==> config.mk <==
export PLATFORM = sky130hd
export DESIGN_NAME = fighter_fsm_flat
export DESIGN_NICKNAME = d
export VERILOG_FILES = /design/src/rtl/fighter_fsm_pkg.sv /design/src/rtl/fighter_fsm_if.sv /design/src/rtl/fighter_fsm_frame_timer.sv /design/src/rtl/fighter_fsm.sv /design/src/flat_wrapper.sv
export SDC_FILE = /design/constraint.sdc
export NUM_CORES = 1
export LEC_CHECK = 0
export CAP_MARGIN = 25
export CORE_MARGIN = 1.5
export CORE_UTILIZATION = 52
export CTS_BUF_LIST = sky130_fd_sc_hd__clkbuf_16
export CTS_CLUSTER_DIAMETER = 30
export CTS_CLUSTER_SIZE = 24
export DETAILED_ROUTE_END_ITERATION = 8
export GPL_ROUTABILITY_DRIVEN = 1
export GPL_TIMING_DRIVEN = 1
export MAX_ROUTING_LAYER = met4
export PLACE_DENSITY = 0.79
export SLEW_MARGIN = 5
export SYNTH_ARGS = -nofsm -noshare
export SYNTH_HDL_FRONTEND = slang
export SYNTH_SLANG_ARGS = --single-unit
==> constraint.sdc <==
create_clock -name clk_game -period 7.9 [get_ports clk_game]
set_clock_uncertainty 0.15 [all_clocks]
set_input_delay 1.58 -clock clk_game [delete_from_list [all_inputs] [get_ports clk_game]]
set_output_delay 1.58 -clock clk_game [all_outputs]
set_load 0.02 [all_outputs]
==> src/rtl/fighter_fsm_pkg.sv <==
// Shared fighter definitions: state encodings and datapath widths used by the FSM,
// the renderer and the sprite selector.
package fighter_pkg;

  localparam int STATE_W = 4;
  localparam int X_W     = 10;
  localparam int FC_W    = 5;

  typedef enum logic [STATE_W-1:0] {
    S_IDLE   = 4'd0,
    S_LEFT   = 4'd1,
    S_RIGHT  = 4'd2,
    S_A1_S   = 4'd3,
    S_A1_A   = 4'd4,
    S_A1_R   = 4'd5,
    S_A2_S   = 4'd6,
    S_A2_A   = 4'd7,
    S_A2_R   = 4'd8,
    S_DAMAGE = 4'd9,
    S_BLOCK  = 4'd10
  } state_t;

  // A frame count must fit the counter and be at least one frame long.
  function automatic bit cnt_ok(input int v);
    return (v >= 1) && (v <= (1 << FC_W) - 1);
  endfunction

endpackage

==> src/rtl/fighter_fsm_if.sv <==
// Per-player fighter bus: button/hit inputs in, state, position and hitbox out.
interface fighter_fsm_if;
  import fighter_pkg::*;

  logic              left_button;
  logic              right_button;
  logic              attack_button;
  logic              hit_in;
  logic [X_W-1:0]    opp_x;
  logic [STATE_W-1:0] state;
  logic [X_W-1:0]    char_x;
  logic [FC_W-1:0]   frame_cnt;
  logic              hitbox_active;
  logic [X_W-1:0]    hitbox_lo;
  logic [X_W-1:0]    hitbox_hi;
  logic              hit_taken;
  logic              blocked;

  modport master (
    input  left_button, right_button, attack_button, hit_in, opp_x,
    output state, char_x, frame_cnt, hitbox_active, hitbox_lo, hitbox_hi,
           hit_taken, blocked
  );

  modport slave (
    output left_button, right_button, attack_button, hit_in, opp_x,
    input  state, char_x, frame_cnt, hitbox_active, hitbox_lo, hitbox_hi,
           hit_taken, blocked
  );

endinterface

==> src/rtl/fighter_fsm_frame_timer.sv <==
// Frames-in-state counter; done flags the last frame of a state of length i_len.
module frame_timer
  import fighter_pkg::*;
(
  input  logic            i_clk,
  input  logic            i_rst,
  input  logic            i_clear,
  input  logic [FC_W-1:0] i_len,
  output logic [FC_W-1:0] o_count,
  output logic            o_done
);

  logic [FC_W-1:0] r_count;

  always_ff @(posedge i_clk) begin
    if (i_rst || i_clear) begin
      r_count <= '0;
    end else begin
      r_count <= r_count + 1'b1;
    end
  end

  assign o_count = r_count;
  assign o_done  = (r_count == i_len - 1'b1);

endmodule

==> src/rtl/fighter_fsm.sv <==
// One fighter: movement, two attacks with frame data, hit/block reactions,
// wall and opponent clamping, and registered hitbox generation.
module fighter_fsm
  import fighter_pkg::*;
#(
  parameter bit FACING_RIGHT = 1'b1,
  parameter int START_X      = 100,
  parameter int CHAR_WIDTH   = 128,
  parameter int SCREEN_WIDTH = 640,
  parameter int FWD_SPEED    = 3,
  parameter int BACK_SPEED   = 2,
  parameter int A1_STARTUP   = 6,
  parameter int A1_ACTIVE    = 2,
  parameter int A1_RECOVERY  = 16,
  parameter int A2_STARTUP   = 5,
  parameter int A2_ACTIVE    = 3,
  parameter int A2_RECOVERY  = 15,
  parameter int HITSTUN      = 16,
  parameter int BLOCKSTUN    = 10,
  parameter int KNOCKBACK    = 16,
  parameter int BLOCK_PUSH   = 8,
  parameter int A1_REACH     = 40,
  parameter int A2_REACH     = 56
) (
  input logic          clk_game,
  input logic          reset,
  fighter_fsm_if.master bus
);

  // Two spare bits keep opp_x + CHAR_WIDTH and x - push from wrapping.
  localparam int SX_W  = X_W + 2;
  localparam int MAX_X = SCREEN_WIDTH - CHAR_WIDTH;
  typedef logic signed [SX_W-1:0] sx_t;

  localparam state_t FWD_ST  = FACING_RIGHT ? S_RIGHT : S_LEFT;
  localparam state_t BACK_ST = FACING_RIGHT ? S_LEFT : S_RIGHT;

  if (!(cnt_ok(A1_STARTUP) && cnt_ok(A1_ACTIVE) && cnt_ok(A1_RECOVERY) &&
        cnt_ok(A2_STARTUP) && cnt_ok(A2_ACTIVE) && cnt_ok(A2_RECOVERY) &&
        cnt_ok(HITSTUN) && cnt_ok(BLOCKSTUN))) begin : g_bad_count
    $error("fighter_fsm: every frame count parameter must be in 1..31");
  end

  state_t          r_state, w_next;
  logic [X_W-1:0]  r_x, w_x_next;
  logic            r_hb_act, w_hb_act;
  logic [X_W-1:0]  r_hb_lo, r_hb_hi, w_hb_lo, w_hb_hi, w_reach;
  logic            r_hit_taken, r_blocked;
  logic            w_hit, w_hit_taken, w_blocked, w_fwd;
  logic [FC_W-1:0] w_len, w_count;
  logic            w_clear, w_done;
  sx_t             w_delta, w_cand, w_opp_hi, w_opp_lo;

  frame_timer u_timer (
    .i_clk   (clk_game),
    .i_rst   (reset),
    .i_clear (w_clear),
    .i_len   (w_len),
    .o_count (w_count),
    .o_done  (w_done)
  );

  always_comb begin
    w_len = FC_W'(1);
    case (r_state)
      S_A1_S:   w_len = FC_W'(A1_STARTUP);
      S_A1_A:   w_len = FC_W'(A1_ACTIVE);
      S_A1_R:   w_len = FC_W'(A1_RECOVERY);
      S_A2_S:   w_len = FC_W'(A2_STARTUP);
      S_A2_A:   w_len = FC_W'(A2_ACTIVE);
      S_A2_R:   w_len = FC_W'(A2_RECOVERY);
      S_DAMAGE: w_len = FC_W'(HITSTUN);
      S_BLOCK:  w_len = FC_W'(BLOCKSTUN);
      default:  w_len = FC_W'(1);
    endcase
  end

  always_comb begin
    w_next      = r_state;
    w_hit_taken = 1'b0;
    w_blocked   = 1'b0;
    w_hit       = bus.hit_in && (r_state != S_DAMAGE) && (r_state != S_BLOCK);
    if (w_hit) begin
      if (r_state == BACK_ST) begin
        w_next    = S_BLOCK;
        w_blocked = 1'b1;
      end else begin
        w_next      = S_DAMAGE;
        w_hit_taken = 1'b1;
      end
    end else begin
      case (r_state)
        S_IDLE: begin
          if (bus.attack_button)     w_next = S_A1_S;
          else if (bus.left_button)  w_next = S_LEFT;
          else if (bus.right_button) w_next = S_RIGHT;
        end
        S_LEFT: begin
          if (bus.attack_button)     w_next = (FWD_ST == S_LEFT) ? S_A2_S : S_A1_S;
          else if (!bus.left_button) w_next = bus.right_button ? S_RIGHT : S_IDLE;
        end
        S_RIGHT: begin
          if (bus.attack_button)      w_next = (FWD_ST == S_RIGHT) ? S_A2_S : S_A1_S;
          else if (!bus.right_button) w_next = bus.left_button ? S_LEFT : S_IDLE;
        end
        S_A1_S:   if (w_done) w_next = S_A1_A;
        S_A1_A:   if (w_done) w_next = S_A1_R;
        S_A1_R:   if (w_done) w_next = S_IDLE;
        S_A2_S:   if (w_done) w_next = S_A2_A;
        S_A2_A:   if (w_done) w_next = S_A2_R;
        S_A2_R:   if (w_done) w_next = S_IDLE;
        S_DAMAGE: if (w_done) w_next = S_IDLE;
        S_BLOCK:  if (w_done) w_next = S_IDLE;
        default:  w_next = S_IDLE;
      endcase
    end
  end

  assign w_clear = (w_next != r_state) || (r_state inside {S_IDLE, S_LEFT, S_RIGHT});

  assign w_opp_hi = $signed({2'b00, bus.opp_x}) - sx_t'(CHAR_WIDTH);
  assign w_opp_lo = $signed({2'b00, bus.opp_x}) + sx_t'(CHAR_WIDTH);

  always_comb begin
    w_fwd   = 1'b0;
    w_delta = '0;
    if (w_hit) begin
      w_delta = (r_state == BACK_ST) ? sx_t'(BLOCK_PUSH) : sx_t'(KNOCKBACK);
      if (FACING_RIGHT) w_delta = -w_delta;
    end else if (r_state == FWD_ST) begin
      w_fwd   = 1'b1;
      w_delta = FACING_RIGHT ? sx_t'(FWD_SPEED) : -sx_t'(FWD_SPEED);
    end else if (r_state == BACK_ST) begin
      w_delta = FACING_RIGHT ? -sx_t'(BACK_SPEED) : sx_t'(BACK_SPEED);
    end
    w_cand = $signed({2'b00, r_x}) + w_delta;
    if (w_fwd) begin
      if (FACING_RIGHT) begin
        if (w_cand > w_opp_hi) w_cand = w_opp_hi;
      end else begin
        if (w_cand < w_opp_lo) w_cand = w_opp_lo;
      end
    end
    if (w_cand < 0)                   w_x_next = '0;
    else if (w_cand > sx_t'(MAX_X))   w_x_next = X_W'(MAX_X);
    else                              w_x_next = w_cand[X_W-1:0];
  end

  // Hitbox is derived from next state/position so it lines up with the registered state.
  always_comb begin
    w_hb_act = (w_next == S_A1_A) || (w_next == S_A2_A);
    w_reach  = (w_next == S_A1_A) ? X_W'(A1_REACH) : X_W'(A2_REACH);
    w_hb_lo  = '0;
    w_hb_hi  = '0;
    if (w_hb_act) begin
      if (FACING_RIGHT) begin
        w_hb_lo = w_x_next + X_W'(CHAR_WIDTH);
        w_hb_hi = w_hb_lo + w_reach;
      end else begin
        w_hb_hi = w_x_next;
        w_hb_lo = (w_x_next >= w_reach) ? w_x_next - w_reach : '0;
      end
    end
  end

  always_ff @(posedge clk_game) begin
    if (reset) begin
      r_state     <= S_IDLE;
      r_x         <= X_W'(START_X);
      r_hb_act    <= 1'b0;
      r_hb_lo     <= '0;
      r_hb_hi     <= '0;
      r_hit_taken <= 1'b0;
      r_blocked   <= 1'b0;
    end else begin
      r_state     <= w_next;
      r_x         <= w_x_next;
      r_hb_act    <= w_hb_act;
      r_hb_lo     <= w_hb_lo;
      r_hb_hi     <= w_hb_hi;
      r_hit_taken <= w_hit_taken;
      r_blocked   <= w_blocked;
    end
  end

  assign bus.state         = r_state;
  assign bus.char_x        = r_x;
  assign bus.frame_cnt     = w_count;
  assign bus.hitbox_active = r_hb_act;
  assign bus.hitbox_lo     = r_hb_lo;
  assign bus.hitbox_hi     = r_hb_hi;
  assign bus.hit_taken     = r_hit_taken;
  assign bus.blocked       = r_blocked;

endmodule

==> src/flat_wrapper.sv <==
// flat-port wrapper written by rule: the top's interface ports become plain ports
module fighter_fsm_flat import fighter_pkg::*;
#(
  parameter bit FACING_RIGHT = 1'b1,
  parameter int START_X      = 100,
  parameter int CHAR_WIDTH   = 128,
  parameter int SCREEN_WIDTH = 640,
  parameter int FWD_SPEED    = 3,
  parameter int BACK_SPEED   = 2,
  parameter int A1_STARTUP   = 6,
  parameter int A1_ACTIVE    = 2,
  parameter int A1_RECOVERY  = 16,
  parameter int A2_STARTUP   = 5,
  parameter int A2_ACTIVE    = 3,
  parameter int A2_RECOVERY  = 15,
  parameter int HITSTUN      = 16,
  parameter int BLOCKSTUN    = 10,
  parameter int KNOCKBACK    = 16,
  parameter int BLOCK_PUSH   = 8,
  parameter int A1_REACH     = 40,
  parameter int A2_REACH     = 56
)
  (clk_game, reset, bus_left_button, bus_right_button, bus_attack_button, bus_hit_in, bus_opp_x, bus_state, bus_char_x, bus_frame_cnt, bus_hitbox_active, bus_hitbox_lo, bus_hitbox_hi, bus_hit_taken, bus_blocked);
  fighter_fsm_if bus_i ();
  input logic clk_game;
  input logic reset;
  input wire logic [$bits(bus_i.left_button)-1:0] bus_left_button;
  input wire logic [$bits(bus_i.right_button)-1:0] bus_right_button;
  input wire logic [$bits(bus_i.attack_button)-1:0] bus_attack_button;
  input wire logic [$bits(bus_i.hit_in)-1:0] bus_hit_in;
  input wire logic [$bits(bus_i.opp_x)-1:0] bus_opp_x;
  output wire logic [$bits(bus_i.state)-1:0] bus_state;
  output wire logic [$bits(bus_i.char_x)-1:0] bus_char_x;
  output wire logic [$bits(bus_i.frame_cnt)-1:0] bus_frame_cnt;
  output wire logic [$bits(bus_i.hitbox_active)-1:0] bus_hitbox_active;
  output wire logic [$bits(bus_i.hitbox_lo)-1:0] bus_hitbox_lo;
  output wire logic [$bits(bus_i.hitbox_hi)-1:0] bus_hitbox_hi;
  output wire logic [$bits(bus_i.hit_taken)-1:0] bus_hit_taken;
  output wire logic [$bits(bus_i.blocked)-1:0] bus_blocked;
  assign bus_i.left_button = bus_left_button;
  assign bus_i.right_button = bus_right_button;
  assign bus_i.attack_button = bus_attack_button;
  assign bus_i.hit_in = bus_hit_in;
  assign bus_i.opp_x = bus_opp_x;
  assign bus_state = bus_i.state;
  assign bus_char_x = bus_i.char_x;
  assign bus_frame_cnt = bus_i.frame_cnt;
  assign bus_hitbox_active = bus_i.hitbox_active;
  assign bus_hitbox_lo = bus_i.hitbox_lo;
  assign bus_hitbox_hi = bus_i.hitbox_hi;
  assign bus_hit_taken = bus_i.hit_taken;
  assign bus_blocked = bus_i.blocked;
  fighter_fsm #(.FACING_RIGHT(FACING_RIGHT), .START_X(START_X), .CHAR_WIDTH(CHAR_WIDTH), .SCREEN_WIDTH(SCREEN_WIDTH), .FWD_SPEED(FWD_SPEED), .BACK_SPEED(BACK_SPEED), .A1_STARTUP(A1_STARTUP), .A1_ACTIVE(A1_ACTIVE), .A1_RECOVERY(A1_RECOVERY), .A2_STARTUP(A2_STARTUP), .A2_ACTIVE(A2_ACTIVE), .A2_RECOVERY(A2_RECOVERY), .HITSTUN(HITSTUN), .BLOCKSTUN(BLOCKSTUN), .KNOCKBACK(KNOCKBACK), .BLOCK_PUSH(BLOCK_PUSH), .A1_REACH(A1_REACH), .A2_REACH(A2_REACH)) u_core (.clk_game(clk_game), .reset(reset), .bus(bus_i));
endmodule
==> summary by stage, run 1 <==
Power
Power spread over the standard cell area amounts to 365 nW/um^2. The worst-case vdd ir drop is 0.000253 V. Total power for the finished layout comes to 1.48 mW.

The static leakage is 1.73 nW.

Clock tree
The H-tree generated during clock tree synthesis spans 2 levels. The post-CTS repair timing setup buffer count is 0. Clock-pin slew was measured on the worst setup and hold paths at 0.06 ns.

Post-CTS repair changed the size of 0 cells. Clock latency on the worst-skew pair, taken at its later pin, is 0.28 ns. Buffers inserted during clock tree synthesis total 5. TritonCTS built the clock tree. CTS placed an instance of clkbuf_16 at the clock tree root. For this design, the sink count on the clock tree is 44. The number of buffers between clock root and the deepest sink is 2. The quantity of hold-fixing buffers added after cts is 0.

Global routing
The via count of the first global-routing pass came to 2812. Entering global routing, the biggest net connects 24 pins. For this run the aggregate overflow at the end of global routing stands at 0.

The initial antenna violation count came to 0. The highest-utilization routing layer at the global route stage is met2. The fraction of met1 tracks used by global routing is 0.360. The routing usage on met2 is 0.412. Across every metal layer, demand over resource in global routing totals 0.268.

In the global route stage, met3 resource usage came out at 0.0422. The wire length of the first global-routing pass is 13300 microns.

Drt
The via count normalized by instance count is 5.91. The starting DRC count in detailed routing is 242. The detail route stage leaves a number of antenna-violating nets equal to 0. The average routed wire per standard cell is 16.4 microns. The remaining routing DRC violations is 0. The final wirelength is 8450 microns. The total number of vias is 3038. The count of TritonRoute iterations in the first routing pass is 5.

Placement
The count of input and output buffers is 57. The worst slack at placement is 0.288 ns. Once detailed placement completed, the half-perimeter wirelength came to 6290 microns. The placer's final routability congestion estimate is 0.964. Including well taps, the total number of placed cells is 507. The placed instance area is 3860 sq um.

STA
Setup repair after global routing left no endpoint under its margin. The number of endpoints with negative hold slack in the final report was 0. Across all setup checks in the final design, the least slack found is 0.477 ns.

The total negative slack is 0 ns. The final setup violation count is 0. The worst pin sits at a relative slew slack of 0.400. For the pin with the worst max-slew slack, the measured transition is 0.900 ns. The upper clock frequency limit is 135 MHz. The worst path in the final design needs a cycle of 7.42 ns, including I/O delays and setup. The number of pins exceeding their max-slew limit in the final report is 0.

On the final layout, the worst hold slack is 0.355 ns. Of the available clock period, the critical path in the final layout requires 0.940.

Final layout
The fraction of layout instances using a drive strength above 1 is 0.0774. The filler cells instantiated in the layout total 479. The repair_antennas step left the layout with diodes totalling 0.

The total number of nets in the final design is 492. For this run, the number of standard cells in the final layout without fillers is 514. The final cell utilization of the core is 0.686. Leaving out fill and tap cells, the most frequent cells in the layout are 57 x clkdlybuf4s50_1, 49 x nor2_1, 44 x dfxtp_1, 35 x ha_1, 30 x inv_1. The relative area change from synthesis to final layout is 26.7%. The finished layout cell area is 4060 sq um. Leaving out fill and tap cells, the most frequent cell in the layout is clkdlybuf4s50_1.

Worst setup path
The arrival time at the worst endpoint is 7.43 ns. Among all stages on the critical path, the largest delay is contributed by clkdlybuf4s50_1. The startpoint kind of the worst setup timing path is a primary input. The buffering stage count on the worst path with inverters included is 4. The critical setup path kind is primary input to flop.

In this run the worst path has a maximum fanout of 13. In this design, the stage delay of the slowest critical-path cell is 0.48 ns. The endpoint class of the critical path is a flop. Broken down by cell family, the worst path's largest delay share belongs to compound AO/OA/AOI/OAI gates. The required time of the critical path is 7.91 ns.

Floorplanning
The effective utilization at floorplan is 0.541. After floorplanning, the core was divided into 28 placement rows. Measured along the y axis, the die boundary spans 81.5 microns. In this run the horizontal extent of the chip is 81.5 microns. Pin placement for this block handled 58 I/O pins. The core region is 5920 sq um. The die covers 6640 sq um.

Synthesis
The synthesized instance count is 381. Counting flops with an async set or reset pin after synthesis yields a share of 0. The xor/xnor cell area share of the yosys netlist is 0.0574. The number of nets in the synthesized netlist is 434. The cell type contributing the most total cell area after synthesis is dfxtp_1. The number of enable-type register cells in the synthesized netlist is 0. The dominant combinational cell family by area after synthesis is compound AO/OA/AOI/OAI gates. In the synthesized netlist the dominant register cell turns out to be dfxtp_1. The share of the yosys chip area belonging to registers is 0.275. The area fraction in compound gates after synthesis is 0.217. The mean cell area of the mapped netlist is 8.41 sq um. Of the total synthesized cell area, the portion taken by AND, OR, NAND and NOR gates is 0.203. After synthesis the cells add up to 3200 sq um. For this run, the number of Yosys warnings is 0.

The share of the synthesized area in the top cell type is 0.275. In the post-synthesis netlist, the biggest area contributors are dfxtp_1 27%, ha_1 14%, nor2_1 5.7%. The number of flip-flops and latches in the synthesized netlist is 44. The multiplexer area fraction after synthesis is 0.0398. The adder and majority cell fraction of the synthesized area is 0.149. The number of distinct library cell variants in the gate-level netlist after synthesis is 69.

Hold path
The tightest min-delay check is of the flop to flop type.

Job
The max-capacitance violation count is 0.

Outcome
The flow ran to the end, and the final reports show no timing, DRC or antenna violations.
[worst register-to-register path: stages, from the launching register on]
cell,delay [ns]
dfxtp_1,0.70
nand2b_1,0.17
nor3_1,0.31
inv_1,0.13
a21oi_1,0.19
or2_2,0.17
ha_1,0.23
a211oi_2,0.29
o211ai_1,0.19
and4_1,0.23
a311oi_1,0.52
ha_1,0.35
a21oi_1,0.16
o211ai_1,0.15
o31ai_4,0.54
buf_4,0.28
nor3_1,0.09
a41oi_2,0.23
o21ai_1,0.16
buf_4,0.21
nor2_1,0.21
inv_1,0.07
ha_1,0.33
nor4_1,0.28
nor3_1,0.08
[metal layers]
layer  vias to the layer above  wire length (microns)
met5                         -                      0
met1                      1413                   4030
met4                         0                    181
li1                       1490                      -
met2                       117                   3790
met3                        18                    454
[worst paths after layout]
check / start / endpoint / slack, ns / depth (start not counted)
setup reg to reg: u_core.bus.state[0] / u_core.bus.hitbox_hi[8] / 1.36 / 24
setup / recovery: bus_hit_in / u_core.bus.hitbox_hi[6] / 0.48 / 25
hold / removal: u_core.u_timer.o_count[0] / u_core.u_timer.o_count[0] / 0.35 / 1
hold reg to reg: u_core.u_timer.o_count[0] / u_core.u_timer.o_count[0] / 0.35 / 1
[synth_stat cells (all sizes together), types with 8 or more instances]
cell type	number
buf	8
nor2b	8
nand2	12
xnor2	10
o211ai	8
inv	31
o21ai	13
a21oi	25
dfxtp	44
nor3	14
nor2	49
xor2	11
nand3	9
ha	35
[flip-flops by register name, indices dropped and copies added, names as in the netlist]
name                      flops
u_core.bus.char_x            10
u_core.bus.hitbox_hi         10
u_core.bus.hitbox_lo          7
u_core.u_timer.o_count        5
u_core.w_len                  5
u_core.bus.state              4
u_core.bus.blocked            1
u_core.bus.hit_taken          1
u_core.bus.hitbox_active      1
[report_power, final]
part | leakage, nW | internal (mW) | switching (mW)
clock network | 0.0899 | 0.180 | 0.0877
logic | 1.28 | 0.388 | 0.548
registers | 0.358 | 0.250 | 0.0285
[logic make-up after synthesis]
| family | count (synthesis) |
|---|---|
| fa+ha+maj | 37 |
| flops | 44 |
| mux | 11 |
| simple gates | 128 |
| compound gates | 95 |
| xor+xnor | 21 |
| buf+inv | 45 |
[final cells by class]
cell class	instances	area, sq um	area share
Sequential cell	44	881	0.217
Clock buffer	5	125	0.0308
Multi-Input combinational cell	292	2150	0.530
Tap cell	75	93.8	0.0231
Timing Repair Buffer	65	631	0.155
Inverter	31	116	0.0287
Clock inverter	2	60.1	0.0148
Note: power is estimated with default switching activity, not from simulation.
==> run 2: changes to the inputs <==
--- a/config.mk
+++ b/config.mk
@@ -6,6 +6,7 @@
 export NUM_CORES = 1
 export LEC_CHECK = 0
 export CAP_MARGIN = 25
+export CORE_ASPECT_RATIO = 0.8
 export CORE_MARGIN = 1.5
 export CORE_UTILIZATION = 52
 export CTS_BUF_LIST = sky130_fd_sc_hd__clkbuf_16
==> summary by stage, run 2 (synthesized netlist as in run 1, its figures left out) <==
Outcome
The flow ran to the end, and the final reports show no timing, DRC or antenna violations.

Global routing
The largest net degree at the start of global routing is 24. Global routing finished with a remaining overflow of 0. The via count of the first global-routing pass is 2748. The total routing usage reported by global routing is 0.266. The first global-routing pass estimated 13500 microns of wire.

The initial antenna violation count was 0.

STA
For this run, the top clock speed supported by timing is 135 MHz. For the pin with the worst max-slew slack, the measured transition is 0.920 ns. The final-layout worst hold slack is 0.352 ns. For the finished layout, the period the worst path requires is 7.43 ns. The number of pins exceeding their max-slew limit in the final report is 0. In this run the tightest slew margin relative to its limit is 0.386. The number of endpoints with negative hold slack in the final report was 0.

The least setup slack across all paths after layout is 0.471 ns. Setup violations remaining at the end of the flow were counted as 0. The final worst-path cycle share is 0.940. Setup repair after global routing left no endpoint under its margin. The total negative slack is 0 ns.

Power
Across the VDD grid, the largest voltage drop is 0.000200 V. The design draws 1.43 mW. The share of total power dissipated in the clock network is 0.165. Of the total power, registers draw 0.195. The share of total power dissipated in combinational logic is 0.640. The net switching share of the total power is 0.460.

The power density over the cells is 355 nW/um^2. For this design the total switching power over the nets is 0.659 mW. The analysis attributes to cell leakage a power of 1.70 nW. The cell-internal power is 0.775 mW.

Worst setup path
The worst setup path is captured at a flop. The setup check on the worst reg-to-reg path leaves a slack of 1.44 ns. The slowest stage of the critical path is the clkdlybuf4s50_1 cell.

STA classifies the critical path startpoint as a primary input. The maximum fanout encountered on the critical timing path is 14. The critical path contains buffers and inverters numbering 3 combined. The cell family with the largest share of critical-path delay is simple AND/OR/NAND/NOR gates.

STA puts the critical path data required time at 7.91 ns. For this run, the slowest stage of the critical path takes 0.67 ns. At the worst endpoint, the arrival time is 7.44 ns. Traced cell by cell, the critical path runs through clkdlybuf4s50_1 > and3b_1 > or2_2 > fa_1 > a21oi_1 > o21ai_0 > o22a_1 > o41ai_4 > nor2_1 > ha_1 > nand4_1 > or2_2 > a21oi_1 > o31ai_4 > or3b_2 > a211oi_2 > o21ai_1 > buf_4 > nor2_1 > inv_1 > ha_1 > nor4_1 > nor3_1.

The setup path with the least slack is of type primary input to flop.

Job
The tool flagged a number of max-cap violations equal to 0.

Placement
Port buffering added 57 buffers. Once detailed placement completed, the half-perimeter wirelength came to 6270 microns. At the end of routability-driven placement, the weighted congestion stood at 0.979. The worst slack at placement is 0.222 ns.

After detailed placement, the design holds a cell count of 509.

Final layout
In the layout the commonest cells are 57 x clkdlybuf4s50_1, 49 x nor2_1, 44 x dfxtp_1, 35 x ha_1, 30 x inv_1. The relative area change from synthesis to final layout is 25.9%. For this run, the post-layout net count is 488. Fill cells in the final layout number 479. Leaving out filler cells and counting taps, the final layout contains 517. The library cell used most frequently in the layout, excluding fill and tap cells, is clkdlybuf4s50_1.

In the final layout, the share of cells above drive strength 1 is 0.0711. The number of antenna diodes in the final layout is 0.

Floorplanning
The floorplan has 25 rows. The initial utilization of the core area, before any placement, comes to 0.539. The die footprint is 6640 sq um.

During I/O placement, the number of pins put on the boundary was 58. The floorplan die width is 90.8 microns. The area of the placeable core is 5940 sq um. The die span in y is 73.2 microns.

Clock tree
The clock tree from TritonCTS is built. The number of clock buffers added by TritonCTS is 5. The number of levels in the clock H-tree is 2.

The clock latency on the worst-skew pair is 0.29 ns. The clock net in this run drives a total of 44 sinks. The clock tree root driver cell is clkbuf_16. The clock input transition at the sequential cells of the worst setup and hold paths is 0.07 ns. The quantity of hold-fixing buffers added after cts is 0. The number of buffers between clock root and the deepest sink is 2.

Drt
The via count normalized by instance count is 5.93. The count of nets left with antenna violations once routing finished came out at 0. The final wirelength is 8240 microns. The count of TritonRoute iterations in the first routing pass is 5. The detailed router finished its first iteration with 312 violations. After detailed routing, the average wire length per cell comes to 15.9 microns. For this run, design rule violations remaining after detail routing come to 0. The total number of vias is 3064.

Hold path
The type of the worst min-delay path is flop to flop.
run 2: layout make-up:
cell class	count	area (sq um)	share of cell area
clock buffer	5	125	0.0310
inverter	31	116	0.0288
sequential	44	881	0.218
tap	81	101	0.0251
clock inverter	3	47.5	0.0118
multi-input combinational	292	2160	0.536
timing repair buffer	61	601	0.149
run 2: power by group through the flow:
stage,logic [mW],registers (mW),clock network [mW]
floorplan,0.615,0.301,0
global placement,0.860,0.283,0
detailed placement,0.876,0.283,0
CTS,0.887,0.278,0.242
global route,1.00,0.283,0.253
finish,0.918,0.279,0.237
run 2: path summary, 6_finish.rpt:
path                                             endpoint                      start  cells past startpoint
worst max-delay path              u_core.bus.hitbox_hi[8]                 bus_hit_in                     23
worst min-delay path            u_core.u_timer.o_count[0]  u_core.u_timer.o_count[0]                      1
worst max register to register    u_core.bus.hitbox_hi[8]        u_core.bus.state[0]                     24
worst min register to register  u_core.u_timer.o_count[0]  u_core.u_timer.o_count[0]                      1
run 2: layer usage:
layer / share of wire / up-vias / wire length, microns / GRT usage
met5: 0 / - / 0 / -
met4: 0.0079 / 0 / 65 / 0.0723
met3: 0.068 / 8 / 560 / 0.0500
met2: 0.44 / 128 / 3640 / 0.396
met1: 0.48 / 1448 / 3980 / 0.370
li1: - / 1480 / - / -
run 2: repair_timing:
action                     in CTS  in global routing
gates resized for setup         0                  2
setup buffers                   0                  0
setup endpoints to repair       0                  2
run 2: through the flow:
step                 util  instance area, sq um
global placement    0.647                  3840
CTS                 0.676                  4020
detailed placement  0.647                  3840
global route        0.679                  4040
finish              0.679                  4040
floorplan               -                  3200
